File: src/rtl/led_pkg.sv
// Shared definitions for the LED pattern generator: pattern mode codes and
// FSM state encodings.
package led_pkg;

  localparam logic [2:0] MODE_ROTL   = 3'd0;
  localparam logic [2:0] MODE_ROTR   = 3'd1;
  localparam logic [2:0] MODE_BOUNCE = 3'd2;
  localparam logic [2:0] MODE_BAR    = 3'd3;
  localparam logic [2:0] MODE_ALT    = 3'd4;
  localparam logic [2:0] MODE_FLASH  = 3'd5;

  typedef enum logic [1:0] {
    S_LOAD  = 2'd0,
    S_RUN   = 2'd1,
    S_PAUSE = 2'd2
  } state_t;

endpackage

File: src/rtl/led_prescaler.sv
// Programmable step prescaler.
// Ports:
//   clk, reset : clock, async active-high reset
//   en         : advance the counter this cycle
//   clr        : synchronous clear (pattern restart)
//   div        : terminal count, sampled live; period = div+1
//   tc         : strobe, high when en and cnt == div (step cycle)
// If div drops below cnt the counter keeps incrementing and wraps through
// 2^DIV_W before it meets div again; no clamping.
module led_prescaler #(
  parameter int DIV_W = 24
) (
  input  logic             clk,
  input  logic             reset,
  input  logic             en,
  input  logic             clr,
  input  logic [DIV_W-1:0] div,
  output logic             tc
);

  logic [DIV_W-1:0] cnt;

  assign tc = en && (cnt == div);

  always_ff @(posedge clk or posedge reset) begin
    if (reset)       cnt <= '0;
    else if (clr)    cnt <= '0;
    else if (en)     cnt <= tc ? '0 : cnt + DIV_W'(1);
  end

endmodule

File: src/rtl/led_pattern_gen.sv
// WIDTH-bit LED pattern generator with six selectable patterns, a programmable
// step prescaler, pause and restart-on-mode-change.
// Ports:
//   clk, reset : clock, async active-high reset
//   stop       : level, freezes q and the prescaler
//   mode       : pattern select (see led_pkg MODE_*; 6,7 reserved -> all off)
//   div        : step period minus one
//   q          : registered LED outputs
//   tick       : pulse in the cycle q takes a new step value
//   wrap       : pulse when a step returns q to the start pattern
module led_pattern_gen
  import led_pkg::*;
#(
  parameter int WIDTH = 8,
  parameter int DIV_W = 24
) (
  input  logic             clk,
  input  logic             reset,
  input  logic             stop,
  input  logic [2:0]       mode,
  input  logic [DIV_W-1:0] div,
  output logic [WIDTH-1:0] q,
  output logic             tick,
  output logic             wrap
);

  localparam logic DIR_UP = 1'b0;
  localparam logic DIR_DN = 1'b1;

  state_t           state, state_nx;
  logic [2:0]       mode_r;
  logic             dir, dir_nx;
  logic [WIDTH-1:0] pat_nx;
  logic             mode_chg, en, step, valid_mode;

  function automatic logic [WIDTH-1:0] start_pat(input logic [2:0] m);
    logic [WIDTH-1:0] s;
    s = '0;
    case (m)
      MODE_ROTL, MODE_BOUNCE: s[0] = 1'b1;
      MODE_ROTR:              s[WIDTH-1] = 1'b1;
      MODE_ALT:  for (int i = 0; i < WIDTH; i += 2) s[i] = 1'b1;
      default:                s = '0;
    endcase
    return s;
  endfunction

  // LOAD already adopts the live mode, so a change seen there needs no
  // second LOAD pass.
  assign mode_chg   = (mode != mode_r) && (state != S_LOAD);
  assign valid_mode = (mode_r <= MODE_FLASH);
  // stop freezes the prescaler immediately so a step due in that cycle is
  // deferred until the run resumes rather than dropped.
  assign en         = (state == S_RUN) && !stop && !mode_chg;

  led_prescaler #(.DIV_W(DIV_W)) u_presc (
    .clk   (clk),
    .reset (reset),
    .en    (en),
    .clr   (state == S_LOAD),
    .div   (div),
    .tc    (step)
  );

  always_comb begin
    state_nx = state;
    case (state)
      S_LOAD:  state_nx = stop ? S_PAUSE : S_RUN;
      S_RUN:   if (stop)  state_nx = S_PAUSE;
      S_PAUSE: if (!stop) state_nx = S_RUN;
      default: state_nx = S_LOAD;
    endcase
    if (mode_chg) state_nx = S_LOAD;
  end

  always_comb begin
    pat_nx = '0;
    dir_nx = dir;
    case (mode_r)
      MODE_ROTL: pat_nx = {q[WIDTH-2:0], q[WIDTH-1]};
      MODE_ROTR: pat_nx = {q[0], q[WIDTH-1:1]};
      MODE_BOUNCE: begin
        // Direction flips in the step that lands on an end bit.
        if (dir == DIR_UP) begin
          pat_nx = q << 1;
          if (pat_nx[WIDTH-1]) dir_nx = DIR_DN;
        end else begin
          pat_nx = q >> 1;
          if (pat_nx[0]) dir_nx = DIR_UP;
        end
      end
      MODE_BAR:              pat_nx = (&q) ? '0 : {q[WIDTH-2:0], 1'b1};
      MODE_ALT, MODE_FLASH:  pat_nx = ~q;
      default:               pat_nx = '0;
    endcase
  end

  always_ff @(posedge clk or posedge reset) begin
    if (reset) begin
      state  <= S_LOAD;
      mode_r <= '0;
      dir    <= DIR_UP;
      q      <= '0;
      tick   <= 1'b0;
      wrap   <= 1'b0;
    end else begin
      state <= state_nx;
      tick  <= 1'b0;
      wrap  <= 1'b0;
      if (state == S_LOAD) begin
        q      <= start_pat(mode);
        dir    <= DIR_UP;
        mode_r <= mode;
      end else if (step && valid_mode) begin
        q    <= pat_nx;
        dir  <= dir_nx;
        tick <= 1'b1;
        wrap <= (pat_nx == start_pat(mode_r));
      end
    end
  end

endmodule

File: config.mk
export PLATFORM = sky130hd
export DESIGN_NAME = led_pattern_gen
export DESIGN_NICKNAME = d
export VERILOG_FILES = /design/src/rtl/led_pkg.sv /design/src/rtl/led_prescaler.sv /design/src/rtl/led_pattern_gen.sv
export SDC_FILE = /design/constraint.sdc
export NUM_CORES = 1
export LEC_CHECK = 0
export ABC_AREA = 1
export CORE_ASPECT_RATIO = 0.75
export CORE_MARGIN = 2
export CORE_UTILIZATION = 44
export CTS_BUF_LIST = sky130_fd_sc_hd__clkbuf_16
export DETAILED_ROUTE_END_ITERATION = 6
export PLACE_DENSITY = 0.7
export SETUP_SLACK_MARGIN = 0.05
export SLEW_MARGIN = 25
export SYNTH_ARGS = -nofsm -noshare
export SYNTH_HDL_FRONTEND = slang
export SYNTH_SLANG_ARGS = --single-unit
File: constraint.sdc
create_clock -name clk -period 4.1 [get_ports clk]
set_input_delay 0.82 -clock clk [delete_from_list [all_inputs] [get_ports clk]]
set_output_delay 0.82 -clock clk [all_outputs]
set_load 0.03 [all_outputs]
# Word-level counts from Yosys, hierarchy flattened
# Cells that the tools add are included.
totals:
  wordCells: 82
  input_bits: 30
  register_bits: 40
  output_inout_bits: 10
  mem_count: 0
  latch_bits: 0
  ram_bits: 0
  rom_bits: 0
classes:
  mul: 0
  n_mux: 37
  shift: 0
  n_div: 0
  n_reduce_logical: 20
  eq_ne: 15
  n_bitwise: 1
  magnitude_cmp: 1
  addsub: 1
op_table:
  columns: ["cell", "n"]
  rows:
  - ["$mux W24", 3]
  - ["$pmux W8 S5", 1]
  - ["$mux W8", 4]
  - ["$add A24 B1 Y24 const B", 1]
  - ["$eq A24 B24 Y1", 1]
  - ["$mux W1", 24]
  - ["$eq A3 B2 Y1 const B", 3]
  - ["$eq A3 B3 Y1 const B", 3]
  - ["$eq A8 B8 Y1", 1]
  - ["$mux W2", 4]
  - ["$not A8 Y8", 1]
  - ["$reduce_and A8 Y1", 1]
  - ["$reduce_bool A2 Y1", 4]
  - ["$eq A3 B1 Y1 const B", 2]
  - ["$logic_not A3 Y1", 2]
  - ["$ne A3 B3 Y1 const B", 2]
  - ["$pmux W2 S3", 1]
  - ["$reduce_or A3 Y1", 2]
  - ["$logic_and A1 B1 Y1", 5]
  - ["$reduce_and A2 Y1", 2]
  - ["$le A3 B3 Y1 const B", 1]
  - ["$ne A3 B3 Y1", 1]
  - ["$eq A2 B1 Y1 const B", 1]
  - ["$eq A2 B2 Y1 const B", 1]
  - ["other kinds (3)", 4]

# Longest topological paths before layout
# Gate-level depths: netlist of run 1.
logic_depth:
  ltp_word: 11
  depth_mapped: 13
  ltp_nobuf: 12

# By module
# A second synthesis of run 1 with hierarchy kept.
unflattened:
  hier_cells: 499
  hier_area_um2: 3228.1
modules_own_cells:
  columns: ["mod", "seq_area_each_um2", "area_per_inst_um2", "cells_each", "n_inst"]
  rows:
  - ["led_prescaler", 600.6, 2203.4, 359, 1]
  - ["led_pattern_gen", 400.4, 1024.7, 140, 1]

# Worst setup path after synthesis of run 1
# Ideal clock, no wire load.
synth_path:
  path_type: "input to register"
  start: "input mode[1]"
  end: "register q[0]"
  path_stages: 10
  t_required_ns: 3.974
  setup_ns: 0.126
  t_arrival_ns: 1.731
  slack_ns: 2.243
  path_buffers: 1
  cell_sequence: "inv_1 -> nand2_1 -> o21ai_1 -> nor2_1 -> nand2_1 -> nor2_4 -> nand4_1 -> buf_2 -> nand3_1 -> nand3_1"
synth_between:
  elab_chain_len: 7
  word_cells_on_any_way: 13
  classes_between: "eq/ne: 3; mux: 2; reduce/logical: 8"
synth_lines:
  columns: ["element", "line", "source"]
  rows:
  - ["start, declared", "led_pattern_gen.sv:20", "input logic [2:0] mode,"]
  - ["$ne A3 B3 Y1", "led_pattern_gen.sv:50", "assign mode_chg = (mode != mode_r) && (state != S_LOAD);"]
  - ["$logic_and A1 B1 Y1", "led_pattern_gen.sv:50", null]
  - ["$logic_not A1 Y1", "led_pattern_gen.sv:54", "assign en = (state == S_RUN) && !stop && !mode_chg;"]
  - ["$logic_and A1 B1 Y1", "led_pattern_gen.sv:54", null]
  - ["$logic_and A1 B1 Y1", "led_prescaler.sv:23", "assign tc = en && (cnt == div);"]
  - ["$logic_and A1 B1 Y1", "led_pattern_gen.sv:114", "end else if (step && valid_mode) begin"]
  - ["$reduce_bool A2 Y1 (no source line)", null, null]
  - ["end signal, assigned", "led_pattern_gen.sv:111", "q <= start_pat(mode);"]
  - ["end signal, assigned", "led_pattern_gen.sv:115", "q <= pat_nx;"]
  - ["end, declared", "led_pattern_gen.sv:22", "output logic [WIDTH-1:0] q,"]
# Parallel ways exist; a longest one is shown, timed or not.
# A chain may end at the register's enable or synchronous reset.

# Worst setup path after layout of run 1
layout_path:
  start: "input mode[1]"
  end: "register q[7]"
# Same word-level chain as after synthesis.

==> impl_metrics.toml, run 1 <==
[placed_design]
numPortBuffers = 39
place_hpwl_mm = 5.71
place_inst = 539
place_ws_ns = 1.26
gp_congestion = 0.958

[min_path]
worstHoldStart = "state[0]$_DFFE_PP0P_"
holdPathEnd = "state[1]$_DFFE_PP0P_"
worst_hold_path_type = "flip-flop to flip-flop"
hold_path_depth = 3

[detailed_routing]
route.detailed.drc = 0
ant_nets = 0
drt_wl_total_mm = 7.52
drt-pass1-iter-count = 5
drtIter0Drc = 213
viasPerCell = 5.27
wl_per_cell_um = 13.7
vias = 2880

[yosys]
yosysTopAreaCell = "dfrtp_1"
ys_ff_latch = 40
synth_nets = 462
synth_warnings = 0
netlist_area_um2 = 2900
syn_inst = 431
synth_area_leaders = "dfrtp_1, nand2_1, nand3_1"
synthMostInstantiatedCell = "nand2_1"
async_flop_share_pct = 100
yosys_most_used_dff = "dfrtp_1"
yosysSeqAreaShare_pct = 34.6
synth_edf_count = 0
synth.top_cell.area_share_pct = 34.6
synth_common_cells = "nand2_1, inv_1, dfrtp_1, nor2_1, nand3_1"
yosysUniqueCellTypes = 29
syn_avg_cell_area_um2 = 6.72

[timing]
setup_slack_ns = 1.54
whs_ns = 0.551
slew_headroom_pct = 51.8
period_share_pct = 62.5
setup_viol = 0
min_period_ns = 2.56
rsz0062_at_grt = "no"
tightest_slew_ns = 0.722
fmax_mhz = 390
setup_tns_ns = 0
drv_slew = 0
final_hold_viol_count = 0
finalClockSkew_ns = 0.00581

[cts]
clk_path_buf_depth = 2
clkTransAtPathRegs_ns = 0.06
htreeDepth = 2
post_cts.repair.setup_buffers = 0
cts_resized = 0
clkLatencyLatePin_ns = 0.28
cts.root.buffer_cell = "clkbuf_16"
hold_buffers = 0
clock_sinks = 40
cts_tree = "yes"
cts_buffers = 5

[critical_path]
rr_worst_depth = 8
ff2ff_setup_slack_ns = 2.00
endpoint_kind = "flip-flop"
crit_fanout = 11
critPathKind = "input port to flip-flop"
cp.required_ns = 4.26
worstSetupStartpointType = "input port"
crit_arrival_ns = 2.72
regToRegStartpoint = "u_presc.cnt[16]$_DFFE_PP0P_"
reg2reg_to = "q[7]$_DFFE_PP0P_"

[cells_and_area]
drive_above_1_share_pct = 7.51
final_nets = 496
antennaDiodeCount = 0
stdcell_count = 547
post-route-util_pct = 55.0
area_growth_pct = 20.6

[power]
power_density_nw_per_um2 = 458
p_leak_nw = 1.56
clkPwrFrac_pct = 28.5
p_int_mw = 0.936
seqPwrFrac_pct = 32.4
combPwrFrac_pct = 39.0
swShare_pct = 41.5
ir_worst_vdd_mv = 0.295
switchingPower_mw = 0.664

[floorplan]
initial_core_util_pct = 45.6
die_x_um = 97.7
die_area_um2 = 7250
rows = 25
dieHeight_um = 74.3
core_region_area_um2 = 6350
ios = 40

[flow_run]
drv_cap = 0

[grt]
grt_max_degree = 41
antenna_found_initial = 0
overflow = 0
grt_pass1_vias = 2510
grt_use_total_pct = 21.4
grt_pass1_wl_mm = 12.4

[status]
outcome = "completed"
-- sequential cells by signal, summed over array words and instances (netlist names) --
name         cells
state            2
q                8
u_presc.cnt     24
wrap             1
tick             1
dir              1
mode_r           3
-- cells by family (layout without fill, tap and decap cells) --
group	Yosys count	after routing	synth area share, %
compound gates	45	45	8.29
xor+xnor	32	32	9.68
fa+ha+maj	1	1	0.432
buf+inv	62	97	8.90
flops	40	40	34.6
simple gates	251	251	38.1
-- worst max-delay path by stage --
stage | from | depth (start not counted) | slack (ns) | end
detailed placement | div[12] | 9 | 1.26 | q[7]$_DFFE_PP0P_
floorplan | mode[1] | 10 | 2.24 | q[0]$_DFFE_PP0P_
global placement | div[12] | 9 | 1.33 | q[7]$_DFFE_PP0P_
CTS | mode[1] | 10 | 1.54 | q[7]$_DFFE_PP0P_
finish | mode[1] | 10 | 1.54 | q[7]$_DFFE_PP0P_
global route | mode[1] | 10 | 1.35 | q[7]$_DFFE_PP0P_
-- critical path, stage by stage --
cell and delay (ns):
clkdlybuf4s50_1 0.48, inv_1 0.07, nand2_1 0.05, o21ai_1 0.06
nor2_1 0.11, nand2_1 0.10, nor2_4 0.22, nand4_1 0.40
nand2_1 0.28, o21ai_0 0.13
-- power groups by stage --
stage / Sequential (mW) / Combinational (mW) / Clock, mW
final: 0.519 / 0.624 / 0.456
after global routing: 0.529 / 0.701 / 0.481
after CTS: 0.518 / 0.620 / 0.461
after detailed placement: 0.525 / 0.618 / 0
after global placement: 0.525 / 0.606 / 0
after floorplan: 0.538 / 0.431 / 0
-- routing by layer --
metal  wire, um  up-vias  track usage (%)
li1           -     1440                -
met1       3630     1307             32.3
met2       3180      129             32.3
met3        669        4             4.32
met4         30        0             4.01
met5          0        -                0
-- layout make-up --
class / instances / area (um^2)
Fill cell: 618 / 2860
Multi-Input combinational cell: 329 / 1640
Sequential cell: 40 / 1000
Timing Repair Buffer: 40 / 398
Inverter: 49 / 184
Clock buffer: 5 / 125
Tap cell: 81 / 101
Clock inverter: 3 / 46.3
-- metrics by stage --
stage / total power, mW / cell area (um^2)
2_1_floorplan: 0.969 / 2900
3_3_place_gp: 1.13 / 3320
3_5_place_dp: 1.14 / 3320
4_1_cts: 1.60 / 3490
5_1_grt: 1.71 / 3490
6_report: 1.60 / 3490
-- cells in the final DEF, fill, tap and decap left out, drive strengths merged, types with 8 or more instances in the layout --
| cell | Yosys | routed |
|---|---|---|
| nand2 | 139 | 139 |
| inv | 49 | 50 |
| nor2 | 45 | 45 |
| dfrtp | 40 | 40 |
| clkdlybuf4s50 | 0 | 39 |
| nand3 | 39 | 39 |
| o21ai | 24 | 24 |
| xor2 | 20 | 20 |
| nor3 | 12 | 12 |
| xnor2 | 12 | 12 |
| o22ai | 10 | 10 |
| a21oi | 10 | 10 |
| nand4 | 8 | 8 |
No activity file was read; power rests on OpenSTA's default activity.
==> inputs of run 2 (changes only) <==
- clock period: 4.1 -> 2.5 ns (I/O delays scaled with it)
==> impl_metrics.toml, run 2 (synthesis results as in run 1) <==
[grt]
antenna_found_initial = 0
overflow = 0
busiest_layer = "met1"
gr-usage-met2_pct = 30.5
grt_max_degree = 41
grt_use_total_pct = 21.9
grtUsageMet1_pct = 34.5
grt_pass1_wl_mm = 12.5
grt_pass1_vias = 2488
met3_usage_pct = 5.45

[cts]
cts.root.buffer_cell = "clkbuf_16"
hold_buffers = 0
clk_path_buf_depth = 2
cts_resized = 0
cts_buffers = 5
htreeDepth = 2
clkLatencyLatePin_ns = 0.28
post_cts.repair.setup_buffers = 0
cts_tree = "yes"
clock_sinks = 40
clkTransAtPathRegs_ns = 0.06

[flow_run]
drv_cap = 0

[critical_path]
crit_buf_inv = 2
critical_path.slowest_cell = "clkdlybuf4s50_1"
cp.required_ns = 2.67
ff2ff_setup_slack_ns = 0.54
crit_arrival_ns = 2.24
regToRegStartpoint = "u_presc.cnt[0]$_DFFE_PP0P_"
endpoint_kind = "flip-flop"
reg2reg_to = "u_presc.cnt[22]$_DFFE_PP0P_"
crit_fanout = 11
slowest_delay_ns = 0.47
crit_family = "simple AND/OR/NAND/NOR gates"
cp_cell_sequence = "clkdlybuf4s50_1, xnor2_1, nand2_1, nor2_1, nand2_1, nor2_4, nand2_1, nand2_2, buf_12, nor2_1, nand2_1, nand2_1"
worstSetupStartpointType = "input port"
crit_path_frequent_cell = "nand2_1"
rr_worst_depth = 10
critPathKind = "input port to flip-flop"

[cells_and_area]
top_regs = "u_presc.cnt (24), q (8), mode_r (3)"
final_nets = 500
largest_reg_flops = 24
fillers = 614
layout_commonest_cell = "nand2_1"
post-route-util_pct = 55.6
final_area_um2 = 3530
area_growth_pct = 21.9
layout_common_cells = "nand2_1, inv_1, dfrtp_1"
antennaDiodeCount = 0
drive_above_1_share_pct = 8.09
largest-register = "u_presc.cnt"

[timing]
fmax_mhz = 485
tightest_slew_ns = 0.515
final_hold_viol_count = 0
setup_viol = 0
slew_headroom_pct = 65.7
finalClockSkew_ns = 0.0116
drv_slew = 0
setup_tns_ns = 0
period_share_pct = 82.6
min_period_ns = 2.06
rsz0062_at_grt = "no"

[detailed_routing]
ant_nets = 0
vias = 2876
wl_per_cell_um = 14.0
drtIter0Drc = 315
viasPerCell = 5.22
drt_wl_total_mm = 7.71
drt-pass1-iter-count = 5
route.detailed.drc = 0

[floorplan]
core_region_area_um2 = 6350
rows = 25
dieHeight_um = 74.3
die_x_um = 97.7
die_area_um2 = 7250
ios = 40
initial_core_util_pct = 45.6

[placed_design]
dpl-instance-area_um2 = 3360
gp_congestion = 0.895
place_hpwl_mm = 5.92
numPortBuffers = 39

[status]
outcome = "completed"

[power]
p_leak_nw = 1.58
ir_worst_vdd_mv = 0.549
power_density_nw_per_um2 = 748

[min_path]
worst_hold_path_type = "flip-flop to flip-flop"
holdPathEnd = "state[1]$_DFFE_PP0P_"
hold_path_depth = 3
worstHoldStart = "state[1]$_DFFE_PP0P_"
==> run 2: metal layers <==
layer	share of wire (%)	vias up
met5	0	-
met4	0.76	0
li1	-	1456
met2	40	127
met1	51	1284
met3	8.9	9
==> run 2: layout make-up <==
type | instances | area (um^2) | share of cell area (%)
clock inverters | 3 | 42.5 | 1.20
flip-flops and latches | 40 | 1000 | 28.3
repair buffers | 44 | 440 | 12.5
well taps | 81 | 101 | 2.87
inverters | 49 | 184 | 5.21
clock buffers | 5 | 125 | 3.54
multi-input cells | 329 | 1640 | 46.4
==> run 2: worst register-to-register path, cell delays in order (launching register included) <==
cell and delay (ns):
dfrtp_1 0.45, ha_1 0.26, nand2_1 0.12, nor2_2 0.21, nand2_1 0.12, nor2_1 0.17, nand3_1 0.17, nor2_1 0.12
nand2_1 0.06, nand3_1 0.08, o21ai_0 0.08
==> run 2: how the worst max path moves through the flow <==
stage	start	endpoint	slack, ns	cells past startpoint
2_1_floorplan	u_presc.cnt[0]$_DFFE_PP0P_	u_presc.cnt[22]$_DFFE_PP0P_	0.93	10
3_3_place_gp	div[12]	u_presc.cnt[19]$_DFFE_PP0P_	0.20	12
3_5_place_dp	div[15]	u_presc.cnt[19]$_DFFE_PP0P_	0.17	12
4_1_cts	div[15]	u_presc.cnt[19]$_DFFE_PP0P_	0.46	12
5_1_grt	div[15]	q[0]$_DFFE_PP0P_	0.28	10
6_report	div[15]	u_presc.cnt[19]$_DFFE_PP0P_	0.44	12
==> run 2: through the flow <==
stage                     worst slack [ns]  hold slack, ns  power (mW)  std cells
after floorplan                      0.925           0.505        1.59        431
after global placement               0.200           0.541        1.89        543
after detailed placement             0.175           0.545        1.91        543
after CTS                            0.463           0.554        2.64        551
after global routing                 0.278           0.605        2.82        551
final                                0.436           0.556        2.64        551
==> run 2: report_power, final <==
part,leakage [nW],internal (mW),switching (mW)
logic,0.958,0.366,0.695
clock network,0.0814,0.469,0.262
registers,0.545,0.723,0.127
